[config.mk]
export PLATFORM = sky130hd
export DESIGN_NAME = dflop_pipe_flat
export DESIGN_NICKNAME = d
export VERILOG_FILES = /design/src/rtl/dflop_pkg.sv /design/src/rtl/dflop_pipe_if.sv /design/src/rtl/dflop_stage.sv /design/src/rtl/dflop_pipe.sv /design/src/flat_wrapper.sv
export SDC_FILE = /design/constraint.sdc
export NUM_CORES = 1
export LEC_CHECK = 0
export ABC_AREA = 1
export CELL_PAD_IN_SITES_DETAIL_PLACEMENT = 0
export CELL_PAD_IN_SITES_GLOBAL_PLACEMENT = 1
export CORE_MARGIN = 8
export CORE_UTILIZATION = 24
export CTS_CLUSTER_SIZE = 25
export DETAILED_ROUTE_END_ITERATION = 10
export PLACE_DENSITY = 0.51
export SLEW_MARGIN = 5
export SYNTH_ARGS = -nofsm -noshare
export SYNTH_HDL_FRONTEND = slang
export SYNTH_HIERARCHICAL = 1
export SYNTH_SLANG_ARGS = --single-unit
[constraint.sdc]
create_clock -name clk -period 2 [get_ports clk]
set_clock_uncertainty 0.1 [all_clocks]
set_input_delay 0.4 -clock clk [delete_from_list [all_inputs] [get_ports clk]]
set_output_delay 0.4 -clock clk [all_outputs]
set_load 0.02 [all_outputs]
[src/rtl/dflop_pkg.sv]
// Shared constants and helpers for the dflop_pipe delay line.
// Stage word layout is {valid, data[WIDTH-1:0]}, valid in the MSB.
package dflop_pkg;

    localparam logic CLR_ACTIVE = 1'b0;

    function automatic int clog2(input int n);
        int r;
        r = 0;
        while ((1 << r) < n) r++;
        return r;
    endfunction

    function automatic int stage_w(input int width);
        return width + 1;
    endfunction

endpackage

[src/rtl/dflop_pipe_if.sv]
// Data/control bundle between a pipeline client and a dflop_pipe instance.
interface dflop_pipe_if
    import dflop_pkg::*;
#(
    parameter int WIDTH = 8,
    parameter int DEPTH = 4
);
    localparam int CNT_W = clog2(DEPTH + 1);

    logic [WIDTH-1:0] in_1;
    logic             in_valid;
    logic             enable;
    logic             clear;
    logic [WIDTH-1:0] out_1;
    logic             out_valid;
    logic [CNT_W-1:0] occupancy;
    logic             full;
    logic             empty;

    modport master (
        output in_1, in_valid, enable, clear,
        input  out_1, out_valid, occupancy, full, empty
    );

    modport slave (
        input  in_1, in_valid, enable, clear,
        output out_1, out_valid, occupancy, full, empty
    );
endinterface

[src/rtl/dflop_stage.sv]
// One {valid, data} pipeline register: async reset, sync active-low clear, enable.
module dflop_stage
    import dflop_pkg::*;
#(
    parameter int WIDTH        = 8,
    parameter bit ZERO_INVALID = 1'b1
) (
    input  logic                      clk,
    input  logic                      reset,
    input  logic                      clear_i,
    input  logic                      enable_i,
    input  logic [stage_w(WIDTH)-1:0] d_i,
    output logic [stage_w(WIDTH)-1:0] q_o
);
    localparam int SW = stage_w(WIDTH);

    logic [SW-1:0] stage_q;
    logic [SW-1:0] stage_d;

    always_comb begin
        stage_d = stage_q;
        if (clear_i == CLR_ACTIVE) begin
            stage_d = '0;
        end else if (enable_i) begin
            stage_d = d_i;
            // Bubbles carry zero data so stale values never leak downstream.
            if (ZERO_INVALID && !d_i[WIDTH]) begin
                stage_d[WIDTH-1:0] = '0;
            end
        end
    end

    always_ff @(posedge clk or posedge reset) begin
        if (reset) begin
            stage_q <= '0;
        end else begin
            stage_q <= stage_d;
        end
    end

    assign q_o = stage_q;
endmodule

[src/rtl/dflop_pipe.sv]
// WIDTH x DEPTH stall-capable delay line with per-stage valid and occupancy count.
module dflop_pipe
    import dflop_pkg::*;
#(
    parameter int WIDTH        = 8,
    parameter int DEPTH        = 4,
    parameter bit ZERO_INVALID = 1'b1
) (
    input  logic         clk,
    input  logic         reset,
    dflop_pipe_if.slave  bus
);
    localparam int SW    = stage_w(WIDTH);
    localparam int CNT_W = clog2(DEPTH + 1);

    logic [SW-1:0]    st_q [DEPTH];
    logic [DEPTH-1:0] valid_vec;
    logic [CNT_W-1:0] occ_q;
    logic [CNT_W-1:0] occ_d;
    logic             out_valid;

    for (genvar k = 0; k < DEPTH; k++) begin : g_stage
        if (k == 0) begin : g_first
            dflop_stage #(.WIDTH(WIDTH), .ZERO_INVALID(ZERO_INVALID)) u_stage (
                .clk      (clk),
                .reset    (reset),
                .clear_i  (bus.clear),
                .enable_i (bus.enable),
                .d_i      ({bus.in_valid, bus.in_1}),
                .q_o      (st_q[k])
            );
        end else begin : g_next
            dflop_stage #(.WIDTH(WIDTH), .ZERO_INVALID(ZERO_INVALID)) u_stage (
                .clk      (clk),
                .reset    (reset),
                .clear_i  (bus.clear),
                .enable_i (bus.enable),
                .d_i      (st_q[k-1]),
                .q_o      (st_q[k])
            );
        end
        assign valid_vec[k] = st_q[k][WIDTH];
    end

    assign out_valid = st_q[DEPTH-1][WIDTH];

    // One in and one out per advance, so the count stays within 0..DEPTH.
    always_comb begin
        occ_d = occ_q;
        if (bus.clear == CLR_ACTIVE) begin
            occ_d = '0;
        end else if (bus.enable) begin
            occ_d = occ_q + CNT_W'(bus.in_valid) - CNT_W'(out_valid);
        end
    end

    always_ff @(posedge clk or posedge reset) begin
        if (reset) begin
            occ_q <= '0;
        end else begin
            occ_q <= occ_d;
        end
    end

    assign bus.out_1     = st_q[DEPTH-1][WIDTH-1:0];
    assign bus.out_valid = out_valid;
    assign bus.occupancy = occ_q;
    assign bus.full      = (occ_q == CNT_W'(DEPTH));
    assign bus.empty     = (occ_q == '0);

`ifndef SYNTHESIS
    occ_matches_valids: assert property (@(posedge clk) disable iff (reset)
        occ_q == CNT_W'($countones(valid_vec)));
`endif
endmodule

[src/flat_wrapper.sv]
// flat-port wrapper written by rule: the top's interface ports become plain ports
module dflop_pipe_flat import dflop_pkg::*;
#(
    parameter int WIDTH        = 8,
    parameter int DEPTH        = 4,
    parameter bit ZERO_INVALID = 1'b1
)
  (clk, reset, bus_in_1, bus_in_valid, bus_enable, bus_clear, bus_out_1, bus_out_valid, bus_occupancy, bus_full, bus_empty);
  dflop_pipe_if #(.WIDTH(WIDTH), .DEPTH(DEPTH)) bus_i ();
  input  logic clk;
  input  logic reset;
  input wire logic [$bits(bus_i.in_1)-1:0] bus_in_1;
  input wire logic [$bits(bus_i.in_valid)-1:0] bus_in_valid;
  input wire logic [$bits(bus_i.enable)-1:0] bus_enable;
  input wire logic [$bits(bus_i.clear)-1:0] bus_clear;
  output wire logic [$bits(bus_i.out_1)-1:0] bus_out_1;
  output wire logic [$bits(bus_i.out_valid)-1:0] bus_out_valid;
  output wire logic [$bits(bus_i.occupancy)-1:0] bus_occupancy;
  output wire logic [$bits(bus_i.full)-1:0] bus_full;
  output wire logic [$bits(bus_i.empty)-1:0] bus_empty;
  assign bus_i.in_1 = bus_in_1;
  assign bus_i.in_valid = bus_in_valid;
  assign bus_i.enable = bus_enable;
  assign bus_i.clear = bus_clear;
  assign bus_out_1 = bus_i.out_1;
  assign bus_out_valid = bus_i.out_valid;
  assign bus_occupancy = bus_i.occupancy;
  assign bus_full = bus_i.full;
  assign bus_empty = bus_i.empty;
  dflop_pipe #(.WIDTH(WIDTH), .DEPTH(DEPTH), .ZERO_INVALID(ZERO_INVALID)) u_core (.clk(clk), .reset(reset), .bus(bus_i));
endmodule
# [Word-level counts from Yosys, hierarchy flattened]
# Cells that the tools add are included.
[classes] addsub=2 n_eq_ne=2 muxes=14 n_reduce_logical=1
[ops] op="9-bit two-way mux" count=8
[ops] op="8-bit two-way mux" count=4
[ops] op="3-bit two-way mux" count=2
[ops] op="3-bit by 1-bit adder with 3-bit output" count=1
[ops] op="3-bit == test (second input constant)" count=1
[ops] op="3-bit zero test" count=1
[ops] op="3-bit by 1-bit subtractor with 3-bit output" count=1
[ops] op="2-bit != test (second input constant)" count=1
[word_totals] register_bits=39 inputBits=13

# [Logic depth before layout (Yosys ltp)]
# Gate-level depths: netlist of the first run.
[depth] word_depth=4 depth_mapped=9 ltp_nobuf=9

# [By module]
# Netlist of the first run, hierarchy kept.
[modules_own_cells] module="dflop_stage" instances=4 cells_per_inst=42 area_each_um2=392.9 seq_area_each_um2=225.2
[modules_own_cells] module="dflop_pipe" instances=1 cells_per_inst=30 area_each_um2=229.0 seq_area_each_um2=75.1

# [Worst setup path before layout of the first run]
# Ideal clock, no wire load.
[synth_timing] path_type="reg2reg" startpoint="register u_core.occ_q[0] (netlist: u_core/bus.occupancy[0])" endpoint="register u_core.occ_q[2] (netlist: u_core/bus.occupancy[2])" arrival_time_ns=1.655 t_required_ns=1.783 slack_ns=0.127 stages_incl_launch_ff=10 path_buffers=0 synth_period_minus_slack_ns=1.873 cell_sequence="dfrtp_1 > inv_1 > ha_1 > inv_1 > ha_1 > inv_1 > fa_1 > nand3b_1 > nand3_1 > nand2_1"
[synth_via] elab_chain_len=4
[synth_rtl] element="start, declared" line_no="dflop_pipe.sv:18" text="logic [CNT_W-1:0] occ_q;"
[synth_rtl] element="start signal, assigned" line_no="dflop_pipe.sv:59" text="occ_q <= '0;"
[synth_rtl] element="start signal, assigned" line_no="dflop_pipe.sv:61" text="occ_q <= occ_d;"
[synth_rtl] element="3-bit by 1-bit adder with 3-bit output" line_no="dflop_pipe.sv:53" text="occ_d = occ_q + CNT_W'(bus.in_valid) - CNT_W'(out_valid);"
[synth_rtl] element="3-bit by 1-bit subtractor with 3-bit output" line_no="dflop_pipe.sv:53"
[synth_rtl] element="3-bit two-way mux" line_no="dflop_pipe.sv:52" text="end else if (bus.enable) begin"
[synth_rtl] element="3-bit two-way mux" line_no="dflop_pipe.sv:50" text="if (bus.clear == CLR_ACTIVE) begin"
# Every way passes these cells. The select of a mux whose other input is x is not followed.
# A chain may end at the register's enable or synchronous reset.

# [Worst setup path in the final report of the first run]
[layout_timing] startpoint="register u_core.occ_q[1] (netlist: u_core/bus.occupancy[1])" endpoint="output port bus_occupancy[1]"
[layout_lines] element="end, declared" line_no="flat_wrapper.sv:18" text="output wire logic [$bits(bus_i.occupancy)-1:0] bus_occupancy;"
# No word-level cell between the ends.

==> metrics.md, run 1 <==
| Metric | Value |
|---|---|
| Status | finished, final reports clean |
| Post-Route WL | 3951 µm |
| Leak | 1.145 nW |
| Register bit total from synthesis | 39 |
| Post-layout min period | 1903 ps |
| GRT Total Usage | 8.011% |
| Power density cells | 666.4 nW/µm² |
| DP HPWL | 2752 µm |
| Filler cell count | 815 |
| Antenna Nets Post-Route | 0 |
| Worst Setup Slack, final | 97.46 ps |
| Synthesized area | 1800 µm² |
| TNS Setup | 0 ps |
| Initial Util | 24.82% |
| F_max | 525.6 MHz |
| Crit. End Element | primary output |
| Reg2reg setup slack | 160 ps |
| Vias/cell | 4.170 |
| Core Region | 7253 µm² |
| Gpl congestion | 0.7529 |
| Overflow after GRT | 0 |
| Largest net degree at the start of global routing | 43 |
| Crit path cell chain | clkdlybuf4s50_1 |
| H-tree Lvls | 2 |
| Die height | 102.6 µm |
| CTS root buffer | clkbuf_8 |
| Syn. warnings | 6 |
| Routed len/inst | 12.19 µm |
| Unrepaired setup endpoints after global routing | no |
| Post-CTS resize count | 2 |
| Row count | 31 |
| DR pass1 iterations | 4 |
| Dpl cell area | 2142 µm² |
| Final period utilization | 95.13% |
| Syn Inst Count | 198 |
| Commonest cells after routing, fill and taps aside | nand2_1 (79), dfrtp_1 (39), nand4_1 (32) |
| Number of CTS-inserted buffers | 5 |
| CP max stage delay | 650 ps |
| Diode count | 0 |
| Drc violations | 0 |
| Syn Nets | 214 |
| CP max stage cell | clkdlybuf4s50_1 |
| Min-delay worst type | primary input to asynchronous set/reset pin |
| Seq/Total Area, Yosys | 54.20% |
| Critical path buffers and inverters | 1 |
| Pwr Total | 0.001480 W |
| Req. time, crit path | 1500 ps |
| Max Buffers Root-to-Sink | 2 |
| Setup CP Type | flip-flop to primary output |
| Vias in the first global route | 1424 |
| Clock tree sinks | 39 |
| Most common cell after layout, fill and taps aside | nand2_1 |
| Worst-path fanout max | 5 |
| VDD IR-drop max | 0.0002194 V |
| Setup Buffers After CTS | 0 |
| Worst slew pin tran | 366.9 ps |
| Initial antenna violation count | 0 |
| Cts hold-fix bufs | 0 |
| Die width | 102.6 µm |
| Final #Nets | 240 |
| Startpoint Class | flip-flop |
| TritonCTS clock tree | built |
| Max Cap Viol | 0 |
| Clock-pin slew on the worst setup and hold paths | 80 ps |
| Library cells used by synthesis | 17 |
| Die ar. | 10530 µm² |
| Finished layout cell area | 2221 µm² |
| Area growth, synth to finish | 23.35% |
| Layout cells sized above 1 | 10.22% |
| I/O Buffers | 26 |
| Final Max Tran Viols | 0 |
| First-pass GRT wire length | 6782 µm |
| Routed via count | 1351 |
| Slew margin rel. | 75.51% |
| Num ports | 27 |
| Syn avg cell area | 9.093 µm² |
| Endpoints failing setup | 0 |
| Worst-skew pair later-pin latency | 290 ps |
| Setup WS pre-CTS | 24.97 ps |
| Critical path's top delay family | buffers and inverters |
| DR iter-0 viols | 57 |
| Final Hold Fails | 0 |
| Crit path DAT | 1400 ps |
## worst paths after layout
kind,from,end,cells after the start
worst max-delay path,u_core/bus.occupancy[1],bus_occupancy[1],1
worst min-delay path,reset,u_core/bus.occupancy[1],2
worst max register to register,u_core/bus.occupancy[0],u_core/bus.occupancy[2],9
worst min register to register,u_core/g_stage[3].g_next.u_stage/q_o[5],u_core/g_stage[3].g_next.u_stage/q_o[5],2
max in group asynchronous,reset,u_core/g_stage[0].g_first.u_stage/q_o[2],2
min in group clk,u_core/g_stage[3].g_next.u_stage/q_o[5],u_core/g_stage[3].g_next.u_stage/q_o[5],2
## metrics by stage
step / utilization (%) / hold WS (ps) / instances
final: 30.62 / 345.5 / 324
after global routing: 30.62 / 374.3 / 324
after CTS: 30.62 / 355.1 / 324
after detailed placement: 29.53 / 366.2 / 316
after global placement: 29.53 / 361.7 / 316
after floorplan: - / 53.64 / 198
## routing by layer
| layer | track usage (%) | routed length [µm] | share of wire [%] | vias to the layer above |
|---|---|---|---|---|
| li1 | - | - | - | 701 |
| met1 | 10.26 | 1971 | 50 | 626 |
| met2 | 12.39 | 1757 | 44 | 22 |
| met3 | 2.566 | 197 | 5.0 | 2 |
| met4 | 2.709 | 24 | 0.61 | 0 |
| met5 | 0 | 0 | 0 | - |
## synth_stat cells
cell type   n  area [µm²]
nor2_1      2       7.510
nand2_1    79       296.5
nor2_4      4       45.04
dfrtp_1    39       975.9
nand2_2     1       6.260
buf_6       8       90.09
nand3_1     6       30.03
inv_2       6       22.52
inv_1      10       37.54
ha_1        2       25.02
nand3b_1    1       7.510
fa_1        1       20.02
nand3_2     1       10.01
nand4_1    32       200.2
buf_1       4       15.01
o22ai_1     1       6.260
o21ai_0     1       5.000
## registers in the layout, indices dropped and copies added (netlist names)
register / cells
u_core/g_stage.g_next.u_stage/q_o: 27
u_core/g_stage.g_first.u_stage/q_o: 9
u_core/bus.occupancy: 3
## power breakdown
group	internal, W	switching, W
clock	0.000245	0.000259
combinational	0.0000626	0.0000971
sequential	0.000801	0.0000153
total	0.00111	0.000372
## cells by family after synthesis
logic type	count (synthesis)	synth area share (%)
and+or+nand+nor	126	33.50
AOI/OAI and AO/OA	2	0.6254
adders and majority gates	3	2.502
buffers and inverters	28	9.173
DFF	39	54.20
## area by class of cell
class / count / area, µm² / area share (%)
Clock inverter: 1 / 5.005 / 0.2254
Clock buffer: 7 / 76.32 / 3.437
Tap cell: 99 / 123.9 / 5.577
Inverter: 16 / 60.06 / 2.704
Timing Repair Buffer: 31 / 320.3 / 14.42
Multi-Input combinational cell: 131 / 659.4 / 29.69
Sequential cell: 39 / 975.9 / 43.94
No activity file was read; power rests on OpenSTA's default activity.
==> inputs of run 2 (changes only) <==
--- a/config.mk
+++ b/config.mk
@@ -5,14 +5,12 @@
 export SDC_FILE = /design/constraint.sdc
 export NUM_CORES = 1
 export LEC_CHECK = 0
-export ABC_AREA = 1
 export CELL_PAD_IN_SITES_DETAIL_PLACEMENT = 0
 export CELL_PAD_IN_SITES_GLOBAL_PLACEMENT = 1
-export CORE_MARGIN = 8
 export CORE_UTILIZATION = 24
 export CTS_CLUSTER_SIZE = 25
 export DETAILED_ROUTE_END_ITERATION = 10
-export PLACE_DENSITY = 0.51
+export PLACE_DENSITY = 0.5
 export SLEW_MARGIN = 5
 export SYNTH_ARGS = -nofsm -noshare
 export SYNTH_HDL_FRONTEND = slang
==> run 2 against run 1 <==
Compared with the run above:
- combinational power is 11% higher
- wire length is 9.0% lower
- first-iteration DRC count is 18% lower
- largest cell class unchanged
- highest routed layer unchanged
==> metrics.md, run 2 <==
| Metric | Value |
|---|---|
| Final Hold Fails | 0 (unchanged) |
| Max FFs per register | 27 (unchanged) |
| Drc violations | 0 (unchanged) |
| Final period utilization | 95.72% (+0.59 points) |
| Vias/cell | 4.368 (+4.7%) |
| Syn. warnings | 6 (unchanged) |
| EDFF count, synth | 0 (unchanged) |
| Die width | 86.70 µm (-16%) |
| Core Region | 6869 µm² (-5.3%) |
| Crit path DAT | 1410 ps (about the same) |
| DP HPWL | 2590 µm (-5.9%) |
| Max Cap Viol | 0 (unchanged) |
| GRT Total Usage | 10.63% (+2.6 points) |
| CP max stage delay | 610 ps (-40 ps) |
| Final Max Tran Viols | 0 (unchanged) |
| Syn avg cell area | 10.69 µm² (+18%) |
| Row count | 30 (-3.2%) |
| XOR/XNOR Fraction of Synth Area | 0.5087% (+0.51 points) |
| CTS root buffer | clkbuf_8 |
| Critical path's top delay family | buffers and inverters |
| Max Buffers Root-to-Sink | 2 (unchanged) |
| Syn Inst Count | 161 (-19%) |
| Startpoint Class | flip-flop |
| Initial antenna violation count | 0 (unchanged) |
| Register bit total from synthesis | 39 (unchanged) |
| Crit path cell chain | buf_4, clkdlybuf4s50_1 |
| Ys async rst share | 100.0% (unchanged) |
| Mux share of post-synthesis cell area | 3.488% (+3.5 points) |
| Area growth, synth to finish | 28.34% |
| Syn Nets | 177 (-17%) |
| Gpl congestion | 0.7269 (-3.5%) |
| Cts hold-fix bufs | 0 (unchanged) |
| Final #Nets | 210 (-13%) |
| Clock tree sinks | 39 (unchanged) |
| Setup CP Type | flip-flop to primary output |
| Diode count | 0 (unchanged) |
| Worst slew pin tran | 481.3 ps (+114.4 ps) |
| Library cells used by synthesis | 18 (+1) |
| First-pass GRT wire length | 6009 µm (-11%) |
| Pwr Total | 0.001561 W (+5.5%) |
| Initial Util | 25.06% (+0.24 points) |
| Filler cell count | 715 (-12%) |
| Worst hold margin | 352.4 ps (+6.951 ps) |
| Num ports | 27 (unchanged) |
| Top cells by area, synth | dfrtp_1 (57%), nand2_1 (8.5%), a32o_1 (7.0%) |
| Main synth FF type | dfrtp_1 |
| Vias in the first global route | 1223 (-14%) |
| VDD IR-drop max | 0.0002468 V (+12%) |
| Synth Area in Compound Gates | 14.24% (+14 points) |
| Worst R2R Start | u_core/bus.occupancy[0] |
| Commonest cells after routing, fill and taps aside | nand2_1 (39), dfrtp_1 (39), clkdlybuf4s50_1 (23) |
| TNS Setup | 0 ps (unchanged) |
| I/O Buffers | 26 (unchanged) |
| Adder-cell share of the synthesized area | 2.616% (+0.11 points) |
| Leak | 0.9582 nW (-16%) |
| Finished layout cell area | 2210 µm² (-0.51%) |
| Post-Route WL | 3595 µm (-9.0%) |
| Routed via count | 1271 (-5.9%) |
| Largest net degree at the start of global routing | 65 (+51%) |
| F_max | 522.4 MHz (-0.62%) |
| Post-layout min period | 1914 ps (+11.79 ps) |
| Status | finished, final reports clean |
| Dominant cell type by area after synthesis | dfrtp_1 |
| Setup crit start | u_core/bus.occupancy[1] |
| Crit. End Element | primary output |
| DR iter-0 viols | 47 (-18%) |
| TritonCTS clock tree | built |
| Post-synth top cells | dfrtp_1 (39), nand2_1 (39), a32o_1 (12), o22ai_1 (12), nor2b_1 (9) |
| Number of CTS-inserted buffers | 5 (unchanged) |
| Share of the synthesized area in the top cell type | 56.69% (+2.5 points) |
| H-tree Lvls | 2 (unchanged) |
| Die ar. | 7516 µm² (-29%) |
| Worst-skew pair later-pin latency | 290 ps (about the same) |
| Slew margin rel. | 67.81% (-7.7 points) |
| Antenna Nets Post-Route | 0 (unchanged) |
| Layout cells sized above 1 | 8.718% (-1.5 points) |
| Critical path buffers and inverters | 2 (+1) |
| DR pass1 iterations | 4 (unchanged) |
| Synthesized area | 1722 µm² (-4.4%) |
| Largest family of logic cells by synthesized area | simple AND/OR/NAND/NOR gates |
| Die height | 86.70 µm (-16%) |
| Min-delay worst type | primary input to asynchronous set/reset pin |
| Worst-path fanout max | 4 (-1) |
| Dpl cell area | 2102 µm² (-1.9%) |
| Clock-pin slew on the worst setup and hold paths | 70 ps (about the same) |
| Seq/Total Area, Yosys | 56.69% (+2.5 points) |
| Unrepaired setup endpoints after global routing | no |
| Power density cells | 706.5 nW/µm² (+6.0%) |
| Routed len/inst | 12.35 µm (+1.3%) |
| CP max stage cell | clkdlybuf4s50_1 |
| Overflow after GRT | 0 (unchanged) |
| Post-synthesis simple-gate area fraction | 17.22% (-16 points) |
| Endpoints failing setup | 0 (unchanged) |
| Req. time, crit path | 1500 ps (about the same) |
-- run 2: cells by family after synthesis --
group / Yosys count
AO/OA/AOI/OAI: 33
buffers and inverters: 16
AND/OR/NAND/NOR: 63
adder cells (fa/ha/maj): 3
flip-flops: 39
XOR/XNOR: 1
multiplexers: 6
-- run 2: repair_timing --
action | in CTS | in global routing
resized for setup | 2 | 1
setup buffers | 0 | 1
pin swaps | 0 | 1
setup endpoints to repair | 2 | 1
hold endpoints to repair | 0 | 0
-- run 2: area by class of cell --
class                           count  area (µm²)  area share (%)
Clock buffer                        8       100.1           4.530
Sequential cell                    39       975.9           44.17
Tap cell                           96       120.1           5.436
Timing Repair Buffer               34       325.3           14.72
Multi-Input combinational cell    106       658.1           29.78
Inverter                            8       30.03           1.359
-- run 2: path summary, 6_finish.rpt --
check	slack [ps]	endpoint	cells after the start
max	90	bus_occupancy[1]	2
min	350	u_core/bus.occupancy[2]	2
max reg2reg	150	u_core/bus.occupancy[1]	8
min reg2reg	400	u_core/g_stage[3].g_next.u_stage/q_o[5]	1
max in group asynchronous	1080	u_core/g_stage[3].g_next.u_stage/q_o[6]	2
min in group clk	400	u_core/g_stage[3].g_next.u_stage/q_o[5]	1
-- run 2: per-stage QoR --
step	cells	worst slack [ps]	util (%)
after global routing	291	10.22	32.17
after global placement	282	-44.72	30.60
after detailed placement	282	-107.4	30.60
after floorplan	161	51.61	-
after CTS	290	58.75	32.02
final	291	85.67	32.17
-- run 2: routing by layer --
layer | GRT usage (%) | vias to the layer above | routed length [µm]
li1 | - | 634 | -
met1 | 14.06 | 604 | 1787
met2 | 15.87 | 29 | 1610
met3 | 3.810 | 4 | 150
met4 | 4.091 | 0 | 47
met5 | 0 | - | 0
-- run 2: where the power goes --
| part | internal, W | switching, W | total (W) | leakage, nW |
|---|---|---|---|---|
| Sequential | 0.000803 | 0.0000129 | 0.000816 | 0.539 |
| Combinational | 0.0000774 | 0.000100 | 0.000178 | 0.367 |
| Clock | 0.000314 | 0.000253 | 0.000568 | 0.0515 |
